**config.mk**
```make
export PLATFORM = sky130hd
export DESIGN_NAME = radix2_restoring_divider
export DESIGN_NICKNAME = d
export VERILOG_FILES = /design/src/rtl/div_pkg.sv /design/src/rtl/div_step.sv /design/src/rtl/radix2_restoring_divider.sv
export SDC_FILE = /design/constraint.sdc
export NUM_CORES = 1
export LEC_CHECK = 0
export CAP_MARGIN = 5
export CORE_ASPECT_RATIO = 1.1
export CORE_UTILIZATION = 42
export DETAILED_ROUTE_END_ITERATION = 8
export DONT_BUFFER_PORTS = 1
export PLACE_DENSITY_LB_ADDON = 0.2
export SYNTH_ARGS = -nofsm -noshare
export SYNTH_HDL_FRONTEND = slang
export SYNTH_SLANG_ARGS = --single-unit
```
**constraint.sdc**
```tcl
create_clock -name clk -period 1.9 [get_ports clk]
set_input_delay 0.095 -clock clk [delete_from_list [all_inputs] [get_ports clk]]
set_output_delay 0.095 -clock clk [all_outputs]
set_load 0.05 [all_outputs]
```
**src/rtl/div_pkg.sv**
```systemverilog
// Shared types and constants for the radix-2 restoring divider.
package div_pkg;

    localparam int DEFAULT_WIDTH = 8;
    localparam int DEFAULT_CNT_W = $clog2(DEFAULT_WIDTH + 1);

    typedef enum logic [1:0] {
        IDLE,
        CALC,
        DONE
    } state_t;

    function automatic int cnt_width(input int width);
        return $clog2(width + 1);
    endfunction

endpackage

```
**src/rtl/div_step.sv**
```systemverilog
// One restoring-division iteration: shift {rem, quo} left, trial-subtract, restore on borrow.
module div_step #(
    parameter int WIDTH = 8
) (
    input  logic [WIDTH:0]   rem,
    input  logic [WIDTH-1:0] quo,
    input  logic [WIDTH-1:0] divisor,
    output logic [WIDTH:0]   rem_next,
    output logic [WIDTH-1:0] quo_next
);

    logic [WIDTH+1:0] shifted;
    logic [WIDTH+1:0] diff;
    logic             nonneg;

    // One extra bit above the remainder width acts as the borrow/sign of the trial.
    always_comb begin
        shifted  = {rem, quo[WIDTH-1]};
        diff     = shifted - {2'b00, divisor};
        nonneg   = ~diff[WIDTH+1];
        rem_next = nonneg ? diff[WIDTH:0] : shifted[WIDTH:0];
        quo_next = {quo[WIDTH-2:0], nonneg};
    end

endmodule

```
**src/rtl/radix2_restoring_divider.sv**
```systemverilog
// Iterative unsigned divider: one restoring step per clock, valid/ready on both sides.
module radix2_restoring_divider
    import div_pkg::*;
#(
    parameter int WIDTH = DEFAULT_WIDTH
) (
    input  logic             clk,
    input  logic             rst_n,
    input  logic [WIDTH-1:0] A,
    input  logic [WIDTH-1:0] B,
    input  logic             in_valid,
    output logic             in_ready,
    output logic [WIDTH-1:0] quotient,
    output logic [WIDTH-1:0] remainder,
    output logic             div_by_zero,
    output logic             out_valid,
    input  logic             out_ready
);

    localparam int              CW   = cnt_width(WIDTH);
    localparam logic [CW-1:0]   LAST = CW'(WIDTH - 1);

    state_t           state, state_next;
    logic [CW-1:0]    count;
    logic [WIDTH-1:0] b_q;
    logic [WIDTH:0]   rem_q;
    logic [WIDTH-1:0] quo_q;
    logic             dbz_q;
    logic [WIDTH:0]   step_rem;
    logic [WIDTH-1:0] step_quo;

    div_step #(.WIDTH(WIDTH)) u_step (
        .rem      (rem_q),
        .quo      (quo_q),
        .divisor  (b_q),
        .rem_next (step_rem),
        .quo_next (step_quo)
    );

    always_ff @(posedge clk) begin
        if (!rst_n) state <= IDLE;
        else        state <= state_next;
    end

    always_comb begin
        state_next = state;
        case (state)
            IDLE: if (in_valid) state_next = (B == '0) ? DONE : CALC;
            CALC: if (count == LAST) state_next = DONE;
            DONE: if (out_ready) state_next = IDLE;
            default: state_next = IDLE;
        endcase
    end

    // The quotient register starts as the dividend; its bits shift out MSB-first
    // into the remainder while quotient bits shift in at the LSB.
    always_ff @(posedge clk) begin
        if (!rst_n) begin
            count <= '0;
            b_q   <= '0;
            rem_q <= '0;
            quo_q <= '0;
            dbz_q <= 1'b0;
        end else begin
            case (state)
                IDLE: begin
                    if (in_valid) begin
                        count <= '0;
                        b_q   <= B;
                        if (B == '0) begin
                            quo_q <= '1;
                            rem_q <= {1'b0, A};
                            dbz_q <= 1'b1;
                        end else begin
                            quo_q <= A;
                            rem_q <= '0;
                            dbz_q <= 1'b0;
                        end
                    end
                end
                CALC: begin
                    rem_q <= step_rem;
                    quo_q <= step_quo;
                    count <= count + 1'b1;
                end
                default: ;
            endcase
        end
    end

    assign in_ready    = (state == IDLE);
    assign out_valid   = (state == DONE);
    assign quotient    = quo_q;
    assign remainder   = rem_q[WIDTH-1:0];
    assign div_by_zero = dbz_q;

endmodule
```
; Yosys cells after proc, flatten, opt, wreduce, memory -nomap -nowiden
; Cells that the tools add are included.
[op_classes]
shifts = 0
order_cmp = 0
reduce_logical = 6
mux = 15
bitwise_logic = 1
div_mod_pow = 0
n_eq_ne = 6
add_sub_neg = 2
n_mul = 0
[ops]
columns = op, n
row1 = $mux W8, 3
row2 = $mux W9, 2
row3 = $pmux W9 S2, 1
row4 = $pmux W8 S2, 1
row5 = $sub A10 B8 Y10, 1
row6 = $logic_not A8 Y1, 1
row7 = $mux W2, 4
row8 = $pmux W4 S2, 1
row9 = $pmux W2 S3, 1
row10 = $add A4 B1 Y4 const B, 1
row11 = $eq A4 B3 Y1 const B, 1
row12 = $mux W4, 1
row13 = $ne A2 B2 Y1 const B, 2
row14 = $reduce_and A2 Y1, 2
row15 = $reduce_and A3 Y1, 1
row16 = $eq A2 B1 Y1 const B, 1
row17 = $eq A2 B2 Y1 const B, 1
row18 = $logic_not A2 Y1, 1
row19 = $ne A2 B1 Y1 const B, 1
row20 = $reduce_bool A2 Y1, 1
row21 = $mux W1, 1
row22 = $not A1 Y1, 1
[word_totals]
latchBits = 0
ramBits = 0
regBits = 32
rom_bits = 0
wordCells = 36
out_inout_bits = 19
mem_count = 0

; Longest topological paths before layout
; Gate-level depths: netlist (run 1).
[depth]
word_depth = 4
depth_mapped = 10
mapped_depth_nobuf = 10

; Cells and area by module
; From an unflattened synthesis (run 1), not the netlist that was laid out.
[unflattened]
cells_unflattened = 267
hier_area_um2 = 2229.6
[by_module_without_submodules]
columns = mod, seq_area_each_um2, cells_each, area_each_um2, instances
row1 = radix2_restoring_divider, 640.6, 187, 1604.0, 1
row2 = div_step, 0.0, 80, 625.6, 1

; Worst setup path before layout (run 1)
; No wires, ideal clock.
[synth_path]
path_kind = flip-flop to flip-flop
startpoint = register quo_q[7] (netlist: quotient[7])
endpoint = register rem_q[6]
path_stages_with_launch = 11
n_path_buf = 0
arrival_ns = 2.263
slack_ns = -0.458
setup_ns = 0.095
cell_sequence = dfxtp_1 inv_1 ha_1 fa_1 nor2b_1 o31a_1 o21a_1 nor2_1 xnor2_1 mux2i_1 a221oi_1
[synth_via]
elab_chain_cells = 3
[synth_rtl]
columns = element, line_no
row1 = start: declaration, radix2_restoring_divider.sv:27  ; logic [WIDTH-1:0] quo_q;
row2 = start signal: assignment, radix2_restoring_divider.sv:83  ; quo_q <= step_quo;
row3 = $sub A10 B8 Y10, div_step.sv:19  ; diff = shifted - {2'b00, divisor};
row4 = $mux W9, div_step.sv:21  ; rem_next = nonneg ? diff[WIDTH:0] : shifted[WIDTH:0];
row5 = $pmux W9 S2, radix2_restoring_divider.sv:65  ; case (state)
row6 = end signal: assignment, radix2_restoring_divider.sv:72  ; rem_q <= {1'b0, A};
row7 = end signal: assignment, radix2_restoring_divider.sv:82  ; rem_q <= step_rem;
row8 = end: declaration, radix2_restoring_divider.sv:26  ; logic [WIDTH:0] rem_q;
; No other way between the ends.
; A chain may end at the register's enable or synchronous reset.

; Worst setup path in the final report (run 1)
[layout_path]
startpoint = register rem_q[4]
endpoint = register rem_q[8]
[layout_via]
elab_chain_cells = 3
[layout_rtl]
columns = element, line_no
row1 = $sub A10 B8 Y10, div_step.sv:19
row2 = $mux W9, div_step.sv:21
row3 = $pmux W9 S2, radix2_restoring_divider.sv:65
; No other way between the ends.

==> impl_metrics.toml, run 1 <==
[status]
status = "finished with violations"
violations = "setup timing"

[worst_setup_path]
critPathLaunchType = "flip-flop"
reg2reg_from = "rem_q[4]"
cp.required_ns = 2.07
path_max_fanout = 3
critical_path_arrival_ns = 2.26
cp-startpoint = "rem_q[4]"
cp-end-kind = "flip-flop"
critPathKind = "reg2reg"

[sta]
tightestPinTransition_ns = 0.8041
hold_viol_final = 0
slew_headroom_pct = 46.21
hold_ws_ns = 0.002116
fin_skew_ns = 0.008172
rsz0062_at_grt = "true"
final.setup.tns_ns = -1.132
fmax_ghz = 0.4801
final.min_clock_period_ns = 2.083
slew_viol_final = 0
min_period_over_period_pct = 109.6
final-setup-viol-count = 8
finalWorstSetupSlack_ns = -0.1828

[worst_hold_path]
min_from = "A[2]"
hp-class = "in2reg"

[routing]
vias = 1943
postRouteAntennaNets = 0
post_drt_wl_per_cell_um = 15.16
drt_pass1_iterations = 4
drc = 0
drt-initial-drc-count = 125
vias_per_cell = 5.412
routed_wl_um = 5441

[pwr]
combPwrFrac_pct = 45.0
powerDensity_nw_per_um2 = 998.9
p_int_mw = 1.701
p_switching_mw = 0.9888
ir_worst_vdd_mv = 0.4531
power_leakage_nw = 1.058
clock_power_share_pct = 24.6
seq_power_share_pct = 30.5
finalPower_mw = 2.690
sw_frac_of_total_pct = 36.76

[global_routing]
grt_pass1_vias = 1872
overflow = 0
grt_max_degree = 24
grtUsageTotal_pct = 24.32
grt_pass1_wl_um = 8901
antenna_found_initial = 0

[yosys]
ys_async_sr_fraction_pct = 0
seq_area_frac_synth_pct = 32.49
syn_area_um2 = 1972
syn_nets = 287
syn_avg_cell_area_um2 = 7.673
ys_top_cells_by_count = "nand2_1, dfxtp_1, a21oi_1"
syn_inst = 257
synth_top_area_cell = "dfxtp_1"
yosys-top-cells-area = "dfxtp_1, nand2_1, a21oi_1"
synth-main-ff-cell = "dfxtp_1"
yosysWarnings = 0
ys_seq_elements = 32
synth_edf_count = 0
synth_most_common_cell = "nand2_1"
synth_cell_types = 47
netlist.area_leader.share_pct = 32.49

[die]
die_h_um = 73.87
rows = 25
die_w_um = 67.33
fp.coreArea_um2 = 4410
die-area_um2 = 4973
initial_core_util_pct = 44.71
pin_count = 39

[clocking]
clk_latency_ns = 0.29
cts.sinks = 32
cts_max_level = 2
cts_buffers = 5
clockBufferDepth = 2
root_buffer = "clkbuf_8"
cts_tree = "yes"
path_clk_slew_ns = 0.08

[placement]
gp_congestion = 0.8433
io_buffers = 0
dpl.hpwl_um = 3848
pre_cts_ws_ns = -0.1898

[layout]
fill_cells = 401
diodes = 0
drive_above_1_share_pct = 31.15
num-nets-final = 334
syn_to_final_growth_pct = 36.55

[run]
maxCapViolations = 0
==> critical path, stage by stage (launching register included) <==
cell and delay (ns):
dfxtp_2 0.35, ha_4 0.25, o21a_1 0.21, o211ai_1 0.19, o21bai_1 0.14, and4bb_2 0.30, buf_6 0.11, nor3b_4 0.21
xnor2_2 0.13, o22ai_1 0.09
==> routing by layer <==
layer  wire length [µm]  vias up  share of wire (%)  GRT usage (%)
met1               2484      904                 46          31.21
met3                285       14                5.2          6.056
li1                   -      980                  -              -
met5                  0        -                  0              0
met4                136        0                2.5          10.87
met2               2534       45                 47          37.89
==> logic make-up (layout without fill, tap and decap cells) <==
group / Yosys count / count (layout) / share of synthesized area [%]
XOR/XNOR: 4 / 4 / 1.777
AND/OR/NAND/NOR: 95 / 95 / 23.10
multiplexers: 6 / 6 / 3.046
buffers and inverters: 31 / 79 / 8.122
AO/OA/AOI/OAI: 79 / 79 / 24.75
adder cells (fa/ha/maj): 10 / 10 / 6.726
flip-flops: 32 / 32 / 32.49
==> registers in the layout (all words and copies together), names as in the netlist <==
signal	count
div_by_zero	1
count	4
quotient	8
b_q	8
state	2
rem_q	9
==> per-stage QoR <==
step | area [µm²] | std cells | utilization [%]
2_1_floorplan | 2024 | 257 | -
3_3_place_gp | 2292 | 334 | 51.97
3_5_place_dp | 2292 | 334 | 51.97
4_1_cts | 2619 | 356 | 59.38
5_1_grt | 2693 | 359 | 61.05
6_report | 2693 | 359 | 61.05
==> worst paths after layout <==
| path | end | slack [ns] | cells after the start |
|---|---|---|---|
| worst max-delay path | rem_q[8] | -0.18 | 9 |
| worst min-delay path | quotient[2] | 0.002 | 2 |
| worst max register to register | rem_q[8] | -0.18 | 9 |
| worst min register to register | b_q[2] | 0.46 | 2 |
==> power by group through the flow <==
stage	Combinational, mW	Clock, mW	Sequential, mW
final	1.21	0.661	0.819
after global routing	1.32	0.697	0.827
after CTS	1.09	0.675	0.818
after detailed placement	0.976	0	0.826
after global placement	0.971	0	0.824
after floorplan	0.707	0	0.858
==> area by class of cell <==
type / count / area, µm² / share of cell area [%]
Tap cell: 54 / 67.56 / 2.509
Timing Repair Buffer: 59 / 484.2 / 17.98
Sequential cell: 32 / 655.6 / 24.35
Inverter: 12 / 47.55 / 1.766
Clock inverter: 2 / 35.03 / 1.301
Clock buffer: 6 / 72.57 / 2.695
Multi-Input combinational cell: 194 / 1330 / 49.40
==> repair_timing <==
action | 4_1_cts | 5_1_grt
pin swaps | 11 | 12
hold endpoints to repair | 27 | 0
hold buffers | 12 | 0
setup endpoints to repair | 8 | 10
gates cloned | 0 | 0
gates resized for setup | 16 | 13
setup buffers | 2 | 3
==> cells in the final DEF, fill, tap and decap left out, types with 5 or more instances in the layout <==
cell,count
nand2_1,43
ha_4,7
dlygate4sd3_1,12
nor2_1,15
inv_1,7
dfxtp_1,22
mux2i_1,6
o21ai_0,22
a21boi_0,7
clkbuf_8,5
nand3_1,6
buf_4,44
dfxtp_2,9
nor2b_1,5
a21oi_1,25
Note: power is estimated with default switching activity, not from simulation.
==> run 2, diff against run 1 <==
- CORE_ASPECT_RATIO: 1.1 -> 1.4
- GPL_TIMING_DRIVEN: not set -> 0
- SKIP_LAST_GASP: not set -> 1
==> run 2 against run 1 <==
The flow still finishes with violations (setup timing). Flip-flop and latch count is the same. Die area is essentially flat. First-iteration DRC count fell by 74%. Power down 3.7%. Register-to-register slack lost 0.08 ns. Global-route usage is 1.4 points lower. Clock power rose by 2%. Clock skew up 0.0034 ns. Critical path depth shrank 1. Design area fell by 6.6%. Largest cell class unchanged. Highest routed layer unchanged.
==> impl_metrics.toml, run 2 (same netlist as run 1, synthesis figures left out) <==
[global_routing]
grt_pass1_wl_um = 8528
grt_max_degree = 11
antenna_found_initial = 0
grt_pass1_vias = 1879
grtUsageTotal_pct = 22.96
overflow = 0

[worst_setup_path]
reg2reg_from = "b_q[6]"
crit_end = "rem_q[4]"
path_max_fanout = 5
critPathLaunchType = "flip-flop"
critPathKind = "reg2reg"
cp-startpoint = "b_q[6]"
max_stage_delay_ns = 0.35
cp.required_ns = 2.09
ff2ff_setup_slack_ns = -0.26
path_cells = "inv_2, ha_4, a211o_4, nor4_4, and4bb_2, buf_6, mux2i_2, a221oi_2"
critical_path_arrival_ns = 2.35
crit_slowest_cell = "a211o_4"
cp-end-kind = "flip-flop"
timing.rr.end = "rem_q[4]"
reg2regPathDepth = 8

[die]
die_w_um = 59.91
fp.coreArea_um2 = 4536
rows = 29
die_h_um = 83.08
die-area_um2 = 4977
pin_count = 39
initial_core_util_pct = 43.48

[layout]
drive_above_1_share_pct = 22.97
diodes = 0
multi_input_area_um2 = 1338
seqCellArea_um2 = 653.1
final_area_um2 = 2515
fill_cells = 442
fin_cells = 345
fin_util_pct = 55.45
num-nets-final = 312
final_common_cell = "nand2_1"
largest_reg_flops = 9
syn_to_final_growth_pct = 27.54
final_cell_mix = "nand2_1, dfxtp_1, a21oi_1"
top_register = "rem_q"

[sta]
tightestPinTransition_ns = 0.9757
rsz0062_at_grt = "true"
hold_viol_final = 0
min_period_over_period_pct = 113.8
slew_viol_final = 0
final.min_clock_period_ns = 2.163
finalWorstSetupSlack_ns = -0.2627
final-setup-viol-count = 9
fin_skew_ns = 0.01160
fmax_ghz = 0.4624
slew_headroom_pct = 34.82

[placement]
gp_congestion = 0.8818
dpl.cell_count = 319
pre_cts_ws_ns = -0.2905
io_buffers = 0
dpl.hpwl_um = 3780
placed_cell_area_um2 = 2102

[routing]
drt_pass1_iterations = 4
vias_per_cell = 5.464
post_drt_wl_per_cell_um = 15.66
drt-initial-drc-count = 32
routed_wl_um = 5401
vias = 1885
drc = 0
postRouteAntennaNets = 0

[pwr]
finalPower_mw = 2.589
powerDensity_nw_per_um2 = 1029
power_leakage_nw = 0.9296
ir_worst_vdd_mv = 0.6909

[clocking]
clk_latency_ns = 0.29
cts_buffers = 5
root_buffer = "clkbuf_8"
clockBufferDepth = 2
cts_tree = "yes"
cts.sinks = 32
path_clk_slew_ns = 0.08
cts_max_level = 2

[status]
violations = "setup timing"
status = "finished with violations"

[worst_hold_path]
hp-class = "in2reg"

[run]
maxCapViolations = 0
-- run 2: how the worst min path moves through the flow --
| stage | endpoint | slack [ns] | cells past startpoint | start |
|---|---|---|---|---|
| floorplan | b_q[7] | 0.23 | 2 | B[7] |
| global placement | b_q[7] | 0.24 | 2 | B[7] |
| detailed placement | b_q[7] | 0.25 | 2 | B[7] |
| CTS | quotient[1] | 0.0009 | 2 | A[1] |
| global route | quotient[2] | 0.001 | 2 | A[2] |
| finish | quotient[1] | 0.008 | 2 | A[1] |
-- run 2: routing by layer --
metal / wire, µm / part of all wire, % / global-route usage [%] / vias up
met2: 2781 / 51 / 37.37 / 44
met1: 2214 / 41 / 26.05 / 882
met3: 203 / 3.8 / 5.452 / 17
met5: 0 / 0 / 0 / -
li1: - / - / - / 942
met4: 203 / 3.8 / 13.95 / 0
-- run 2: cell type report --
class / instances / share of cell area, %
timing repair buffer: 18 / 6.368
multi-input combinational: 194 / 53.18
buffer: 19 / 4.677
clock buffer: 8 / 4.826
inverter: 12 / 1.891
tap: 62 / 3.085
sequential: 32 / 25.97
-- run 2: repair_timing --
item                                   4_1_cts  5_1_grt
hold buffers                                11        0
resized for setup                           10       19
setup endpoints to repair                   18       14
endpoints found under the hold margin       12        0
pin swaps                                   10       13
gates cloned                                 0        1
buffers inserted                             2        4
-- run 2: report_power, final --
part	switching [mW]	internal (mW)
registers	0.137	0.731
logic	0.559	0.486
clock network	0.266	0.410
-- run 2: critical path, delay by kind of cell, from the launching register on --
| kind | cells | cell delay, ns |
|---|---|---|
| AOI/OAI and AO/OA | 2 | 0.62 |
| buffers and inverters | 2 | 0.19 |
| muxes | 1 | 0.15 |
| adders and majority gates | 1 | 0.23 |
| DFF | 1 | 0.34 |
| and+or+nand+nor | 2 | 0.53 |
-- run 2: stage by stage --
step | setup TNS (ns) | hold WS [ns]
after CTS | -1.368 | 0.0009071
after global routing | -2.343 | 0.001401
after detailed placement | -2.098 | 0.2492
after floorplan | -0.09762 | 0.2310
after global placement | -1.880 | 0.2440
final | -1.608 | 0.007668
==> run 3, diff against run 2 <==
- clock period: 1.9 -> 2.35 ns (I/O delays scaled with it)
==> run 3 against run 2 <==
The flow now finishes without violations. Design area decreased by 7.3%. Via count decreased by 2.9%. Maximum frequency decreased by 6.0%. Core utilization decreased by 4.1 points. Critical path depth increased by 2. Clock power decreased by 13%. Sequential power decreased by 20%. Power decreased by 23%. Clock skew decreased by 0.0050 ns. Global-route usage decreased by 0.62 points.
==> impl_metrics.toml, run 3 (same netlist as run 1, synthesis figures left out) <==
[status]
status = "finished, final reports clean"

[worst_hold_path]
hp-class = "in2reg"
holdPathEnd = "rem_q[3]"
min_from = "rst_n"
holdPathStages = 2

[worst_setup_path]
path_cells = "inv_1, ha_1, fa_2, nor2b_2, o31a_1, o21a_1, nor2_1, xnor2_1, mux2i_1, a221oi_1"
critical_path_arrival_ns = 2.48
crit_slowest_cell = "dfxtp_4"
critPathLaunchType = "flip-flop"
timing.rr.end = "rem_q[6]"
cp.required_ns = 2.53
cp-end-kind = "flip-flop"
max_stage_delay_ns = 0.45
critPathKind = "reg2reg"
ff2ff_setup_slack_ns = 0.05
path_max_fanout = 3
reg2regPathDepth = 10
reg2reg_from = "quotient[7]"

[routing]
vias = 1831
post_drt_wl_per_cell_um = 15.08
routed_wl_um = 5141
drt-initial-drc-count = 46
drc = 0
drt_pass1_iterations = 4
vias_per_cell = 5.370
postRouteAntennaNets = 0

[global_routing]
use_met2_pct = 37.17
antenna_found_initial = 0
busiest_layer = "met2"
use_met1_pct = 26.44
overflow = 0
grt_pass1_wl_um = 8342
met3_usage_pct = 5.140
grtUsageTotal_pct = 22.34
grt_pass1_vias = 1789
grt_max_degree = 11

[sta]
final-setup-viol-count = 0
finalWorstSetupSlack_ns = 0.04893
hold_viol_final = 0
tightestPinTransition_ns = 0.9756
hold_ws_ns = 0.006375
fin_skew_ns = 0.006612
slew_viol_final = 0
rsz0062_at_grt = "true"
min_period_over_period_pct = 97.92
slew_headroom_pct = 34.83
final.min_clock_period_ns = 2.301
fmax_ghz = 0.4346

[layout]
fin_cells = 341
multi_input_area_um2 = 1192
final_cell_mix = "nand2_1, dfxtp_1, a21oi_1"
fill_cells = 453
diodes = 0
top_register = "rem_q"
drive_above_1_share_pct = 13.98
final_common_cell = "nand2_1"
syn_to_final_growth_pct = 18.21
seqCellArea_um2 = 644.4
fin_util_pct = 51.39
num-nets-final = 308
largest_reg_flops = 9

[pwr]
powerDensity_nw_per_um2 = 857.0
power_leakage_nw = 0.8845
finalPower_mw = 1.998
ir_worst_vdd_mv = 0.4290

[die]
die-area_um2 = 4977
die_w_um = 59.91
pin_count = 39
initial_core_util_pct = 43.48
die_h_um = 83.08
fp.coreArea_um2 = 4536
rows = 29

[clocking]
path_clk_slew_ns = 0.06
cts.sinks = 32
cts_buffers = 5
cts_max_level = 2
root_buffer = "clkbuf_8"
clk_latency_ns = 0.28
clockBufferDepth = 2
cts_tree = "yes"

[placement]
io_buffers = 0
dpl.hpwl_um = 3743
gp_congestion = 0.8820
pre_cts_ws_ns = -0.1041
dpl.cell_count = 319

[run]
maxCapViolations = 0
-- run 3: changes by cell type in the layout (fill, tap and decap cells not counted), sizes merged --
cell | before | now
buf | 19 | 16
dlygate4sd3 | 11 | 10
clkbuf | 15 | 14
bufinv | 0 | 1
-- run 3: worst max path at each step --
stage	start	endpoint	slack, ns	cells past startpoint
final	quotient[7]	rem_q[6]	0.05	10
after global routing	quotient[7]	rem_q[6]	-0.07	10
after CTS	quotient[7]	rem_q[6]	0.02	10
after detailed placement	quotient[7]	rem_q[6]	-0.10	10
after global placement	quotient[7]	rem_q[6]	-0.11	10
after floorplan	quotient[7]	rem_q[6]	0.17	10
-- run 3: per-layer routing --
layer | wire (µm) | part of all wire [%]
met5 | 0 | 0
met2 | 2761 | 54
met4 | 99 | 1.9
met3 | 183 | 3.6
met1 | 2096 | 41
-- run 3: worst max-delay path: cells and delay by family (launching register included) --
family,cells,cell delay (ns)
AO/OA/AOI/OAI,3,0.58
XOR/XNOR,1,0.17
adder cells (fa/ha/maj),2,0.58
buffers and inverters,1,0.10
flip-flops,1,0.45
multiplexers,1,0.09
AND/OR/NAND/NOR,2,0.22
-- run 3: layout make-up --
class,instances,share of cell area [%]
buffer,19,4.938
clock buffer,7,4.133
clock inverter,1,1.288
inverter,12,1.932
multi-input combinational,194,51.15
sequential,32,27.64
tap,62,3.328
timing repair buffer,14,5.582
-- run 3: metrics by stage --
| stage | area [µm²] | setup TNS, ns |
|---|---|---|
| final | 2331 | 0 |
| after global routing | 2331 | -0.07458 |
| after CTS | 2285 | 0 |
| after detailed placement | 2051 | -0.1649 |
| after global placement | 2051 | -0.1371 |
| after floorplan | 1973 | 0 |
-- run 3: timing repair --
action / in CTS / in global routing
endpoints found under the hold margin: 10 / 0
setup endpoints to repair: 5 / 3
setup buffers: 0 / 4
resized for setup: 3 / 4
hold buffers: 10 / 0
pin swaps: 0 / 2
-- run 3: power breakdown --
group / switching [mW] / leakage, nW / internal [mW]
Combinational: 0.410 / 0.557 / 0.310
Sequential: 0.103 / 0.263 / 0.589
Clock: 0.212 / 0.0645 / 0.374
